**src/rtl/calc_entry_ctrl.sv**
```systemverilog
// rtl/calc_entry_ctrl.sv - key-entry sequencer building operand A, operator and operand B for the calculator ALU
//
// Ports:
//   clk        system clock (shared with VGA)
//   rst        synchronous active-high reset
//   mode       0 = hex entry, 1 = decimal entry
//   enter      one-cycle pulse, accept val
//   val        key code (0x00-0x0F digit, 0x10-0x17 function, others ignored)
//   result     ALU result for the current op_a/op_b/op_code
//   op_a/op_b  operands presented to the ALU
//   op_code    0 ADD, 1 SUB, 2 MUL, 3 AND, 4 OR, 7 none
//   exe_valid  one-cycle pulse when operands are committed to the ALU
//   display    A in S_A/S_OP, B in S_B, result in S_RES
//   state      0 S_A, 1 S_OP, 2 S_B, 3 S_RES
//   digit_cnt  digits entered into the current operand
module calc_entry_ctrl #(
  parameter int W        = 16,
  parameter int N_DIGITS = 4
) (
  input  logic         clk,
  input  logic         rst,
  input  logic         mode,
  input  logic         enter,
  input  logic [4:0]   val,
  input  logic [W-1:0] result,
  output logic [W-1:0] op_a,
  output logic [W-1:0] op_b,
  output logic [2:0]   op_code,
  output logic         exe_valid,
  output logic [W-1:0] display,
  output logic [1:0]   state,
  output logic [2:0]   digit_cnt
);

  typedef enum logic [1:0] {S_A = 2'd0, S_OP = 2'd1, S_B = 2'd2, S_RES = 2'd3} state_t;

  localparam logic [2:0] MAX_CNT = 3'(N_DIGITS);
  localparam logic [2:0] OP_NONE = 3'd7;

  state_t       st;
  logic         mode_q;
  logic         is_digit, is_op, is_exe, is_ce, is_clr, do_clr;
  logic [2:0]   op_sel;
  logic [W-1:0] dval, a_acc, b_acc;

  // Append one digit to an accumulator; decimal uses acc*8 + acc*2 + d.
  function automatic logic [W-1:0] acc_next(input logic [W-1:0] acc, input logic dec,
                                            input logic [W-1:0] d);
    if (dec) acc_next = (acc << 3) + (acc << 1) + d;
    else     acc_next = {acc[W-5:0], d[3:0]};
  endfunction

  always_comb begin
    op_sel = OP_NONE;
    is_op  = 1'b1;
    case (val)
      5'h10:   op_sel = 3'd0;
      5'h11:   op_sel = 3'd2;
      5'h12:   op_sel = 3'd3;
      5'h14:   op_sel = 3'd1;
      5'h15:   op_sel = 3'd4;
      default: is_op  = 1'b0;
    endcase
    // Decimal mode silently drops A-F keys.
    is_digit = !val[4] && (!mode || val[3:0] <= 4'd9);
    is_exe   = (val == 5'h13);
    is_ce    = (val == 5'h16);
    is_clr   = (val == 5'h17);
    dval     = {{(W-4){1'b0}}, val[3:0]};
    a_acc    = acc_next(op_a, mode, dval);
    b_acc    = acc_next(op_b, mode, dval);
    // A mode change wipes the calculation and takes priority over any key.
    do_clr   = (mode != mode_q) || (enter && (is_clr || (is_ce && st == S_RES)));
  end

  always_ff @(posedge clk) begin
    exe_valid <= 1'b0;
    if (rst || do_clr) begin
      op_a      <= '0;
      op_b      <= '0;
      op_code   <= OP_NONE;
      digit_cnt <= 3'd0;
      st        <= S_A;
      mode_q    <= mode;
    end else if (enter) begin
      case (st)
        S_A: begin
          if (is_digit) begin
            if (digit_cnt != MAX_CNT) begin
              op_a      <= a_acc;
              digit_cnt <= digit_cnt + 3'd1;
            end
          end else if (is_op) begin
            op_code   <= op_sel;
            digit_cnt <= 3'd0;
            st        <= S_OP;
          end else if (is_ce) begin
            op_a      <= '0;
            digit_cnt <= 3'd0;
          end
        end
        S_OP: begin
          if (is_op) begin
            op_code <= op_sel;
          end else if (is_digit) begin
            op_b      <= dval;
            digit_cnt <= 3'd1;
            st        <= S_B;
          end else if (is_ce) begin
            op_code <= OP_NONE;
            st      <= S_A;
          end
        end
        S_B: begin
          if (is_digit) begin
            if (digit_cnt != MAX_CNT) begin
              op_b      <= b_acc;
              digit_cnt <= digit_cnt + 3'd1;
            end
          end else if (is_exe) begin
            exe_valid <= 1'b1;
            st        <= S_RES;
          end else if (is_ce) begin
            op_b      <= '0;
            digit_cnt <= 3'd0;
          end
        end
        S_RES: begin
          if (is_digit) begin
            // Fresh calculation starting with this digit.
            op_a      <= dval;
            op_b      <= '0;
            op_code   <= OP_NONE;
            digit_cnt <= 3'd1;
            st        <= S_A;
          end else if (is_op) begin
            // Chain: previous result becomes the new A.
            op_a      <= result;
            op_b      <= '0;
            op_code   <= op_sel;
            digit_cnt <= 3'd0;
            st        <= S_OP;
          end else if (is_exe) begin
            // Repeat last operation on the result.
            op_a      <= result;
            exe_valid <= 1'b1;
          end
        end
        default: st <= S_A;
      endcase
    end
  end

  assign state = st;

  always_comb begin
    case (st)
      S_B:     display = op_b;
      S_RES:   display = result;
      default: display = op_a;
    endcase
  end

endmodule

```
**config.mk**
```make
export PLATFORM = sky130hd
export DESIGN_NAME = calc_entry_ctrl
export DESIGN_NICKNAME = d
export VERILOG_FILES = /design/src/rtl/calc_entry_ctrl.sv
export SDC_FILE = /design/constraint.sdc
export NUM_CORES = 1
export LEC_CHECK = 0
export BUFFER_PORTS_ARGS = -buffer_cell sky130_fd_sc_hd__buf_2
export CAP_MARGIN = 5
export CORE_ASPECT_RATIO = 0.5
export CORE_MARGIN = 3
export CORE_UTILIZATION = 34
export CTS_CLUSTER_SIZE = 30
export DETAILED_ROUTE_END_ITERATION = 10
export HOLD_SLACK_MARGIN = 0.03
export MAX_ROUTING_LAYER = met4
export PLACE_DENSITY = 0.62
export SYNTH_ARGS = -nofsm -noshare
export SYNTH_HDL_FRONTEND = slang
export SYNTH_SLANG_ARGS = --single-unit
```
**constraint.sdc**
```tcl
create_clock -name clk -period 3.4 [get_ports clk]
set_input_delay 0.51 -clock clk [delete_from_list [all_inputs] [get_ports clk]]
set_output_delay 0.51 -clock clk [all_outputs]
set_load 0.02 [all_outputs]
```
==> results of run 1 <==
-- how the worst max path moves through the flow --
stage / from / endpoint / slack (ps) / depth (start not counted)
after global placement: val[3] / op_b[14] / 180 / 12
after detailed placement: val[3] / op_b[14] / 190 / 12
after CTS: op_b[0] / op_b[14] / 480 / 11
after global routing: op_b[0] / op_b[14] / 280 / 11
after floorplan: val[3] / op_b[14] / 440 / 11
final: state[1] / display[5] / 480 / 6
-- routing by layer --
layer  part of all wire [%]  wire length [um]  up-vias  track usage (%)
li1                       -                 -     2215                -
met1                     47              6640     2147             28.4
met2                     44              6300      163             31.6
met3                    7.3              1040       16             2.93
met4                    1.3               184        0             4.87
met5                      0                 0        -                -
-- cell usage after synthesis, types with 8 or more instances --
library cell,count,area [um2]
sky130_fd_sc_hd__o21ai_0,34,170
sky130_fd_sc_hd__a31oi_1,13,81.3
sky130_fd_sc_hd__xor2_1,9,78.8
sky130_fd_sc_hd__nand3_1,17,85.1
sky130_fd_sc_hd__inv_1,24,90.1
sky130_fd_sc_hd__a21o_1,10,75.1
sky130_fd_sc_hd__buf_2,8,40.0
sky130_fd_sc_hd__xnor2_1,14,123
sky130_fd_sc_hd__a22oi_1,16,120
sky130_fd_sc_hd__clkbuf_1,13,48.8
sky130_fd_sc_hd__mux2i_1,12,120
sky130_fd_sc_hd__a21oi_1,43,215
sky130_fd_sc_hd__nor3_1,14,70.1
sky130_fd_sc_hd__ha_1,58,726
sky130_fd_sc_hd__nor2_1,28,105
sky130_fd_sc_hd__dfxtp_1,41,821
sky130_fd_sc_hd__nand2_1,92,345
sky130_fd_sc_hd__o21a_1,8,60.1
-- worst max-delay path: cells and delay by family, from the launching register on --
| family | cells | cell delay, ps |
|---|---|---|
| and+or+nand+nor | 3 | 810 |
| adders and majority gates | 1 | 430 |
| buffers and inverters | 2 | 500 |
| DFF | 1 | 360 |
-- registers in the layout, summed over array words and instances (netlist names) --
name,flops
digit_cnt,3
exe_valid,1
mode_q,1
op_a,16
op_b,16
op_code,3
state,2
-- cell usage in the layout (no fill, tap or decap), types with 13 or more instances in the layout --
cell type	instances
sky130_fd_sc_hd__o21ai_0	34
sky130_fd_sc_hd__a22oi_1	16
sky130_fd_sc_hd__nand3_1	17
sky130_fd_sc_hd__buf_2	81
sky130_fd_sc_hd__xnor2_1	14
sky130_fd_sc_hd__nor3_1	14
sky130_fd_sc_hd__dfxtp_1	41
sky130_fd_sc_hd__buf_4	17
sky130_fd_sc_hd__ha_1	58
sky130_fd_sc_hd__nand2_1	92
sky130_fd_sc_hd__inv_1	24
sky130_fd_sc_hd__a31oi_1	13
sky130_fd_sc_hd__nor2_1	28
sky130_fd_sc_hd__a21oi_1	43
-- report_power, final --
group / total, mW / internal, mW / leakage (nW) / switching (mW)
logic: 0.248 / 0.0867 / 2.11 / 0.161
clock network: 0.512 / 0.292 / 0.0729 / 0.221
registers: 0.512 / 0.502 / 0.341 / 0.0106
total: 1.27 / 0.880 / 2.53 / 0.392
-- kinds of logic (layout without fill, tap and decap cells) --
group                    Yosys count  in the layout  share of synthesized area, %
multiplexers                      12             12                          2.81
adder cells (fa/ha/maj)           62             62                          18.8
buffers and inverters             53            131                          5.26
AND/OR/NAND/NOR                  195            195                          21.5
XOR/XNOR                          23             23                          4.71
AO/OA/AOI/OAI                    174            174                          27.0
flip-flops                        42             42                          19.9
-- metrics by stage --
stage / hold WS, ps / util [%] / cells
6_report: 467 / 41.8 / 804
5_1_grt: 502 / 41.8 / 804
4_1_cts: 477 / 41.8 / 804
3_5_place_dp: 460 / 40.6 / 796
3_3_place_gp: 445 / 40.6 / 796
2_1_floorplan: 546 / - / 561
-- cell type report --
class | count | share of cell area [%]
clock buffers | 6 | 2.76
clock inverters | 2 | 0.248
inverters | 25 | 1.86
multi-input cells | 466 | 63.6
flip-flops and latches | 42 | 16.9
well taps | 165 | 4.10
repair buffers | 98 | 10.6
==> out/qor_table.md, run 1 <==
| Metric | Reported |
|---|---|
| Result of the run | complete, no violations |
| Post-synthesis sequential element count | 42 |
| Period utilisation layout | 85.8% |
| Static Leak | 2.53 nW |
| Endpoint of the lowest-slack register-to-register path | op_b[14] |
| Final period demand of the worst path | 2920 ps |
| CP Cell Sequence | ha_1, nor2_1, buf_4, nand2_1, nand2_1, buf_2 |
| Slew at the pin closest to its max-slew limit | 679 ps |
| Slew Viols, Final | 0 |
| Sequential cell area | 851 um2 |
| Post-place instance area | 0.00489 mm2 |
| Peak ir drop on the vdd network | 0.168 mV |
| Worst Skew | 9.96 ps |
| Post-place setup slack | 191 ps |
| Net count after synthesis | 648 |
| First-pass GRT wire length | 22.5 mm |
| Worst path max stage delay | 630 ps |
| Most used cell along the critical path | sky130_fd_sc_hd__nand2_1 |
| Category of the worst setup path capture point | output port |
| Worst-path maximum fanout | 15 |
| Total vias in the final route | 4541 |
| RSZ-0062 raised after global routing | false |
| Core Area | 0.0121 mm2 |
| Worst-case hold path end point | op_code[0] |
| Clk slew on worst S/H paths | 70 ps |
| Insertion delay to the later sink of the worst-skew pair | 300 ps |
| DIE WIDTH | 165 um |
| Total inserted antenna cells | 0 |
| Net count of the finished layout | 725 |
| Portion of the post-synthesis area used by sequential elements | 19.9% |
| Layout filler cell count | 1267 |
| Root buffer cell | sky130_fd_sc_hd__clkbuf_16 |
| Kind of critical path | reg2out |
| Number of I/O pins | 82 |
| R2R Setup Slk | 490 ps |
| Worst path slowest cell | sky130_fd_sc_hd__nor2_1 |
| Hold-fix buffers at CTS | 0 |
| Vert. Die Dim | 85.4 um |
| Count of flip-flops with a built-in enable after synthesis | 1 |
| Post-route ant nets | 0 |
| Via-to-Cell Ratio | 5.65 |
| Required time of the critical path | 2890 ps |
| Data arrival time of the critical path | 2410 ps |
| CTS H-tree depth | 2 |
| Routed length per placed instance | 17.6 um |
| Row Count | 28 |
| Total wire length after detailed routing | 14.2 mm |
| Critical path launch point type | flip-flop |
| # clock sinks | 42 |
| Post-synthesis instance area | 0.00428 mm2 |
| Die Outline Area | 0.0141 mm2 |
| Worst hold path startpoint | op_code[0] |
| Pin count of the biggest net entering global routing | 36 |
| Area of the multi-input gates | 0.00321 mm2 |
| Mean area per synthesized cell | 7.63 um2 |
| CTS tree | built |
| Number of failing hold endpoints at the final stage | 0 |
| Dpl hpwl | 10.8 mm |
| Final setup fails | 0 |
| DRC violation count after routing | 0 |
| CTS Buf Count | 5 |
| Setup bufs post-CTS | 0 |
| Drt first pass iters | 5 |
| Post-layout power | 1.27 mW |
| Worst-case setup margin in the final layout | 484 ps |
| Ratio of cells with drive above 1 in the final layout | 18.6% |
| Number of buffer cells added on primary ports | 81 |
| Antenna violations before repair | 0 |
| Detailed Route Iter0 Violations | 331 |
| Max Cap Violations | 0 |
| Pwr Density | 252 mW/mm2 |
| Worst rel slew slack | 54.6% |
| GR Overflow Total | 0 |
| Reg2Reg Depth | 11 |
| Layout Area Growth over Synthesis | 17.7% |
| Count of warnings emitted by yosys | 0 |
| Launch point of the worst reg-to-reg path | op_b[0] |
| Placer Congestion | 0.930 |
| Fmax | 343 MHz |
| Largest buffer count on any clock path | 2 |
| Initial Util | 35.5% |
| GRT Overall Usage | 20.5% |
| Count of cell types in the netlist | 69 |
| Hold path cells | 1 |
| Cells after Synth | 561 |
| Min-delay worst type | reg2reg |
| Total negative slack | 0 ps |
| Vias in the first global route | 4267 |
| Post-cts gate resize count | 0 |
| Post-route design area | 0.00504 mm2 |
| Most used flip-flop cell after synthesis | sky130_fd_sc_hd__dfxtp_1 |
| Async set or reset register ratio after synthesis | 0% |
Power figures use the tool's default switching activity.
==> run 2, diff against run 1 <==
--- a/config.mk
+++ b/config.mk
@@ -5,6 +5,7 @@
 export SDC_FILE = /design/constraint.sdc
 export NUM_CORES = 1
 export LEC_CHECK = 0
+export ABC_AREA = 1
 export BUFFER_PORTS_ARGS = -buffer_cell sky130_fd_sc_hd__buf_2
 export CAP_MARGIN = 5
 export CORE_ASPECT_RATIO = 0.5
==> run 2 against run 1 <==
Clock skew shrank 5.6 ps. Clock power grew 4%. First-iteration DRC count grew 4.5%. Total power grew 5.3%. Clock-buffer cell count grew 1. Flip-flop and latch count is the same. Die area grew 9.3%. Design area grew 7.9%. Highest routed layer unchanged. Largest power group is now the clock network. Sequential share of layout area shrank 1.2 points. Cell count grew 25%. Synthesized cell count grew 32%.
==> out/qor_table.md, run 2 <==
| Metric | Reported |
|---|---|
| Post-route design area | 0.00544 mm2 |
| Dominant delay contributor by cell family on the critical path | buffers and inverters |
| Pin count of the biggest net entering global routing | 25 |
| Die Outline Area | 0.0154 mm2 |
| Most numerous cell in the Yosys netlist | sky130_fd_sc_hd__nand2_1 |
| Detailed Route Iter0 Violations | 346 |
| Pwr Density | 246 mW/mm2 |
| CP Cell Sequence | inv_1, ha_1, buf_4, clkinv_1, buf_4, nand2_1, o221ai_1, buf_2 |
| Portion of synthesized cell area occupied by the leading cell type | 17.5% |
| Clock network power share | 39.6% |
| Most frequent cells in the layout | sky130_fd_sc_hd__nand2_1 (185), sky130_fd_sc_hd__inv_1 (101), sky130_fd_sc_hd__buf_2 (81) |
| Dominant cell type by area after synthesis | sky130_fd_sc_hd__dfxtp_1 |
| Combinational cell fraction of total power | 21.5% |
| Critical path launch point type | flip-flop |
| Layout filler cell count | 1411 |
| Post-synthesis instance area | 0.00470 mm2 |
| Peak ir drop on the vdd network | 0.155 mV |
| Mean area per synthesized cell | 6.34 um2 |
| Dpl hpwl | 12.3 mm |
| Count of cell types in the netlist | 41 |
| Net count of the finished layout | 902 |
| Min-delay worst type | reg2reg |
| Final core utilization | 41.5% |
| Via-to-Cell Ratio | 5.23 |
| First-pass GRT wire length | 24.7 mm |
| Worst-path maximum fanout | 17 |
| GRT Overall Usage | 20.7% |
| Number of failing hold endpoints at the final stage | 0 |
| Ratio of cells with drive above 1 in the final layout | 14.8% |
| Post-layout power | 1.34 mW |
| RSZ-0062 raised after global routing | false |
| Row Count | 29 |
| Slew Viols, Final | 0 |
| Initial Util | 35.9% |
| # clock sinks | 42 |
| CTS tree | built |
| Net count after synthesis | 829 |
| Drt first pass iters | 6 |
| Max Cap Violations | 0 |
| Most used cell along the critical path | sky130_fd_sc_hd__buf_4 |
| Number of standard cells in the final layout excluding fillers | 1001 |
| Placer Congestion | 0.938 |
| CTS H-tree depth | 2 |
| Cells taking the most area after synthesis | sky130_fd_sc_hd__dfxtp_1 (17%), sky130_fd_sc_hd__ha_1 (15%), sky130_fd_sc_hd__nand2_1 (15%) |
| Worst Skew | 4.33 ps |
| CTS Buf Count | 5 |
| Async set or reset register ratio after synthesis | 0% |
| Internal power contribution | 0.930 mW |
| Total inserted antenna cells | 0 |
| Result of the run | complete, no violations |
| Static Leak | 2.75 nW |
| Slew at the pin closest to its max-slew limit | 671 ps |
| Root buffer cell | sky130_fd_sc_hd__clkbuf_16 |
| Core Area | 0.0131 mm2 |
| Fmax | 340 MHz |
| Final setup fails | 0 |
| Switching component of the power | 0.409 mW |
| Portion of the post-synthesis area used by sequential elements | 18.1% |
| Setup bufs post-CTS | 0 |
| Sequential cell fraction of total power | 38.9% |
| Post-place instance area | 0.00528 mm2 |
| Worst rel slew slack | 55.2% |
| DIE WIDTH | 172 um |
| Number of I/O pins | 82 |
| Antenna violations before repair | 0 |
| Period utilisation layout | 86.4% |
| Switching share of total power | 30.6% |
| Count of flip-flops with a built-in enable after synthesis | 1 |
| Post-route ant nets | 0 |
| Vert. Die Dim | 89.1 um |
| Data arrival time of the critical path | 2430 ps |
| Vias in the first global route | 4782 |
| Placed cell count | 994 |
| Registers with the highest flip-flop counts | op_a (16), op_b (16) |
| Clk slew on worst S/H paths | 60 ps |
| GR Overflow Total | 0 |
| Insertion delay to the later sink of the worst-skew pair | 280 ps |
| Layout Area Growth over Synthesis | 15.7% |
| Final period demand of the worst path | 2940 ps |
| Kind of critical path | reg2out |
| Worst path slowest cell | sky130_fd_sc_hd__dfxtp_1 |
| Cells after Synth | 742 |
| Total wire length after detailed routing | 15.6 mm |
| Largest buffer count on any clock path | 2 |
| Most used flip-flop cell after synthesis | sky130_fd_sc_hd__dfxtp_1 |
| Hold-fix buffers at CTS | 0 |
| Leading cell types by count after synthesis | sky130_fd_sc_hd__nand2_1 (185), sky130_fd_sc_hd__inv_1 (101), sky130_fd_sc_hd__nand3_1 (69) |
| Category of the worst setup path capture point | output port |
| Post-synthesis sequential element count | 42 |
| Total negative slack | 0 ps |
| Commonest non-fill, non-tap cell in the layout | sky130_fd_sc_hd__nand2_1 |
| Required time of the critical path | 2890 ps |
| Post-cts gate resize count | 0 |
| Count of buffer and inverter cells on the critical path | 5 |
| Routed length per placed instance | 15.6 um |
| Number of buffer cells added on primary ports | 81 |
| Worst path max stage delay | 420 ps |
| DRC violation count after routing | 0 |
| Total vias in the final route | 5232 |
| Count of warnings emitted by yosys | 0 |
## run 2: cell types whose count changed in the layout (fill, tap and decap cells not counted), sizes merged, moves of 8 or more
cell | previous run | this run
a22oi | 16 | 0
nand3 | 17 | 72
mux2i | 12 | 0
inv | 25 | 106
o21a | 8 | 0
o21ai | 37 | 45
buf | 98 | 88
a31oi | 13 | 1
xnor2 | 14 | 6
a21oi | 43 | 70
nand2 | 93 | 191
nor2 | 28 | 56
a21o | 10 | 0
o221ai | 0 | 11
## run 2: worst min-delay path, cell delays in order, from the launching register on
cell and delay, ps:
sky130_fd_sc_hd__dfxtp_1 320, sky130_fd_sc_hd__nand2_1 60, sky130_fd_sc_hd__a21oi_1 50
## run 2: cell families after synthesis
kind of cell    after synthesis  synth area share, %
compound gates              151                 18.5
xor+xnor                     12                 2.24
fa+ha+maj                    62                 17.1
buf+inv                     129                 11.0
flops                        42                 18.1
simple gates                346                 33.0
## run 2: worst paths after layout
kind	slack [ps]	end	startpoint	depth (start not counted)
min	480	op_b[15]	op_b[15]	2
max reg2reg	810	op_a[12]	op_a[0]	12
min reg2reg	480	op_b[15]	op_b[15]	2
max	460	display[0]	state[0]	8
## run 2: metal layers
metal / up-vias / global-route usage, % / wire length [um]
met4: 0 / 3.19 / 142
li1: 2631 / - / -
met3: 11 / 2.69 / 1000
met1: 2420 / 30.1 / 7900
met5: - / - / 0
met2: 170 / 31.4 / 6570
## run 2: power by group through the flow
stage	Sequential (mW)	Combinational, mW	Clock (mW)
6_report	0.522	0.288	0.530
3_5_place_dp	0.532	0.283	0
3_3_place_gp	0.532	0.284	0
5_1_grt	0.522	0.320	0.558
2_1_floorplan	0.539	0.180	0
4_1_cts	0.521	0.285	0.537
## run 2: area by class of cell
cell class / count / area (um2) / area share [%]
Timing Repair Buffer: 88 / 458 / 8.42
Clock buffer: 7 / 164 / 3.01
Inverter: 107 / 402 / 7.38
Multi-Input combinational cell: 571 / 3330 / 61.3
Sequential cell: 42 / 851 / 15.6
Tap cell: 186 / 233 / 4.28
## run 2: per-stage QoR
stage          worst slack [ps]  hold WS, ps
2_1_floorplan               920          552
3_3_place_gp                586          475
3_5_place_dp                550          474
4_1_cts                     506          482
5_1_grt                     322          523
6_report                    461          483
==> run 3, diff against run 2 <==
--- a/config.mk
+++ b/config.mk
@@ -10,12 +10,11 @@
 export CAP_MARGIN = 5
 export CORE_ASPECT_RATIO = 0.5
 export CORE_MARGIN = 3
-export CORE_UTILIZATION = 34
+export CORE_UTILIZATION = 40
 export CTS_CLUSTER_SIZE = 30
 export DETAILED_ROUTE_END_ITERATION = 10
 export HOLD_SLACK_MARGIN = 0.03
 export MAX_ROUTING_LAYER = met4
-export PLACE_DENSITY = 0.62
 export SYNTH_ARGS = -nofsm -noshare
 export SYNTH_HDL_FRONTEND = slang
 export SYNTH_SLANG_ARGS = --single-unit
==> run 3 against run 2 <==
Sequential share of layout area increased by 0.14 points. Clock power decreased by 6.2%. Register-to-register slack improved by 20 ps. Core utilization increased by 6.5 points. Sequential power about the same. Critical path depth decreased by 3. Clock skew increased by 2.3 ps. Die area decreased by 14%. Via count decreased by 0.94%. Design area decreased by 0.87%. Maximum frequency increased by 8.9%.
==> out/qor_table.md, run 3 (same netlist as run 2, synthesis figures left out) <==
| Metric | Reported |
|---|---|
| Result of the run | complete, no violations |
| Total wire length after detailed routing | 15.4 mm |
| Post-route ant nets | 0 |
| Clk slew on worst S/H paths | 60 ps |
| Worst-path maximum fanout | 19 |
| Root buffer cell | sky130_fd_sc_hd__clkbuf_16 |
| Core Area | 0.0112 mm2 |
| Detailed Route Iter0 Violations | 491 |
| RSZ-0062 raised after global routing | false |
| Dominant delay contributor by cell family on the critical path | buffers and inverters |
| Total negative slack | 0 ps |
| CTS Buf Count | 5 |
| Most frequent cells in the layout | sky130_fd_sc_hd__nand2_1 (185), sky130_fd_sc_hd__inv_1 (101), sky130_fd_sc_hd__buf_2 (81) |
| Die Outline Area | 0.0132 mm2 |
| Drt first pass iters | 5 |
| Fmax | 371 MHz |
| Worst-case setup margin in the final layout | 702 ps |
| Placer Congestion | 0.922 |
| Hold-fix buffers at CTS | 0 |
| R2R Setup Slk | 830 ps |
| Via-to-Cell Ratio | 5.32 |
| Number of buffer cells added on primary ports | 81 |
| Required time of the critical path | 2890 ps |
| Internal power contribution | 0.888 mW |
| First-pass GRT wire length | 24.5 mm |
| Static Leak | 2.75 nW |
| Min-delay worst type | reg2reg |
| Combinational cell fraction of total power | 22.1% |
| Vert. Die Dim | 82.7 um |
| DRC violation count after routing | 0 |
| GR Overflow Total | 0 |
| Insertion delay to the later sink of the worst-skew pair | 290 ps |
| Final setup fails | 0 |
| Pwr Density | 242 mW/mm2 |
| DIE WIDTH | 159 um |
| Antenna violations before repair | 0 |
| Slew at the pin closest to its max-slew limit | 678 ps |
| Worst path slowest cell | sky130_fd_sc_hd__nand2_1 |
| Commonest non-fill, non-tap cell in the layout | sky130_fd_sc_hd__nand2_1 |
| Number of standard cells in the final layout excluding fillers | 975 |
| Total inserted antenna cells | 0 |
| Count of buffer and inverter cells on the critical path | 2 |
| Post-layout power | 1.31 mW |
| Number of failing hold endpoints at the final stage | 0 |
| CP Cell Sequence | ha_1, inv_2, nand2_1, o211ai_1, buf_2 |
| Category of the worst setup path capture point | output port |
| Pin count of the biggest net entering global routing | 31 |
| Setup bufs post-CTS | 0 |
| Final period demand of the worst path | 2700 ps |
| Clock network power share | 38.1% |
| CTS tree | built |
| Worst Skew | 6.60 ps |
| Net count of the finished layout | 902 |
| Slew Viols, Final | 0 |
| Row Count | 27 |
| Data arrival time of the critical path | 2190 ps |
| Sequential cell fraction of total power | 39.8% |
| Routed length per placed instance | 15.8 um |
| Initial Util | 41.9% |
| Worst path max stage delay | 430 ps |
| Post-place setup slack | 561 ps |
| Placed cell count | 967 |
| CTS H-tree depth | 2 |
| Vias in the first global route | 4622 |
| Switching share of total power | 31.9% |
| Kind of critical path | reg2out |
| Switching component of the power | 0.417 mW |
| Number of I/O pins | 82 |
| Max Cap Violations | 0 |
| Largest buffer count on any clock path | 2 |
| Registers with the highest flip-flop counts | op_a (16), op_b (16) |
| Critical path launch point type | flip-flop |
| Total vias in the final route | 5183 |
| Layout Area Growth over Synthesis | 14.7% |
| # clock sinks | 42 |
| GRT Overall Usage | 23.8% |
| Period utilisation layout | 79.4% |
| Worst rel slew slack | 54.7% |
| Peak ir drop on the vdd network | 0.167 mV |
| Ratio of cells with drive above 1 in the final layout | 15.0% |
| Dpl hpwl | 12.1 mm |
| Post-cts gate resize count | 0 |
==> run 3: cell count changes in the layout (fill, tap and decap cells not counted), sizes merged <==
cell and delta:
inv +1, clkinv +1, clkbuf -1
==> run 3: power by group through the flow <==
stage | registers (mW) | logic (mW) | clock network [mW]
global placement | 0.531 | 0.283 | 0
CTS | 0.520 | 0.284 | 0.506
global route | 0.522 | 0.321 | 0.530
finish | 0.520 | 0.288 | 0.497
detailed placement | 0.531 | 0.282 | 0
floorplan | 0.539 | 0.180 | 0
==> run 3: layout make-up <==
cell class              count  area, um2
fillers                  1247       5820
multi-input cells         571       3330
flip-flops and latches     42        851
repair buffers             88        458
inverters                 107        402
well taps                 159        199
clock buffers               6        139
clock inverters             2       11.3
==> run 3: routing by layer <==
metal,track usage [%],wire length (um),vias to the layer above
met5,-,0,-
met4,3.32,80,0
met3,3.44,883,7
met2,34.5,6290,141
met1,35.4,8190,2405
li1,-,-,2630
==> run 3: path summary, 6_finish.rpt <==
| check | start | to | cells after the start |
|---|---|---|---|
| min reg2reg | op_b[15] | op_b[15] | 2 |
| min | op_b[15] | op_b[15] | 2 |
| max reg2reg | op_a[0] | op_a[10] | 11 |
| max | state[0] | display[1] | 5 |
==> run 3: through the flow <==
| stage | hold WS (ps) | cell area, um2 | util (%) |
|---|---|---|---|
| floorplan | 552 | 4700 | - |
| global placement | 477 | 5240 | 46.7 |
| detailed placement | 488 | 5240 | 46.7 |
| CTS | 503 | 5390 | 48.1 |
| global route | 521 | 5390 | 48.1 |
| finish | 500 | 5390 | 48.1 |
==> run 3: worst reg2reg max path: stages, from the launching register on <==
cell and delay (ps):
sky130_fd_sc_hd__dfxtp_1 400, sky130_fd_sc_hd__inv_1 120, sky130_fd_sc_hd__fa_1 510, sky130_fd_sc_hd__fa_1 470, sky130_fd_sc_hd__o21ai_0 340, sky130_fd_sc_hd__nand2_1 90
sky130_fd_sc_hd__nand2_1 120, sky130_fd_sc_hd__nor2_1 50, sky130_fd_sc_hd__o21ai_0 170, sky130_fd_sc_hd__nand2_1 70, sky130_fd_sc_hd__nand2_1 60, sky130_fd_sc_hd__a21oi_1 50
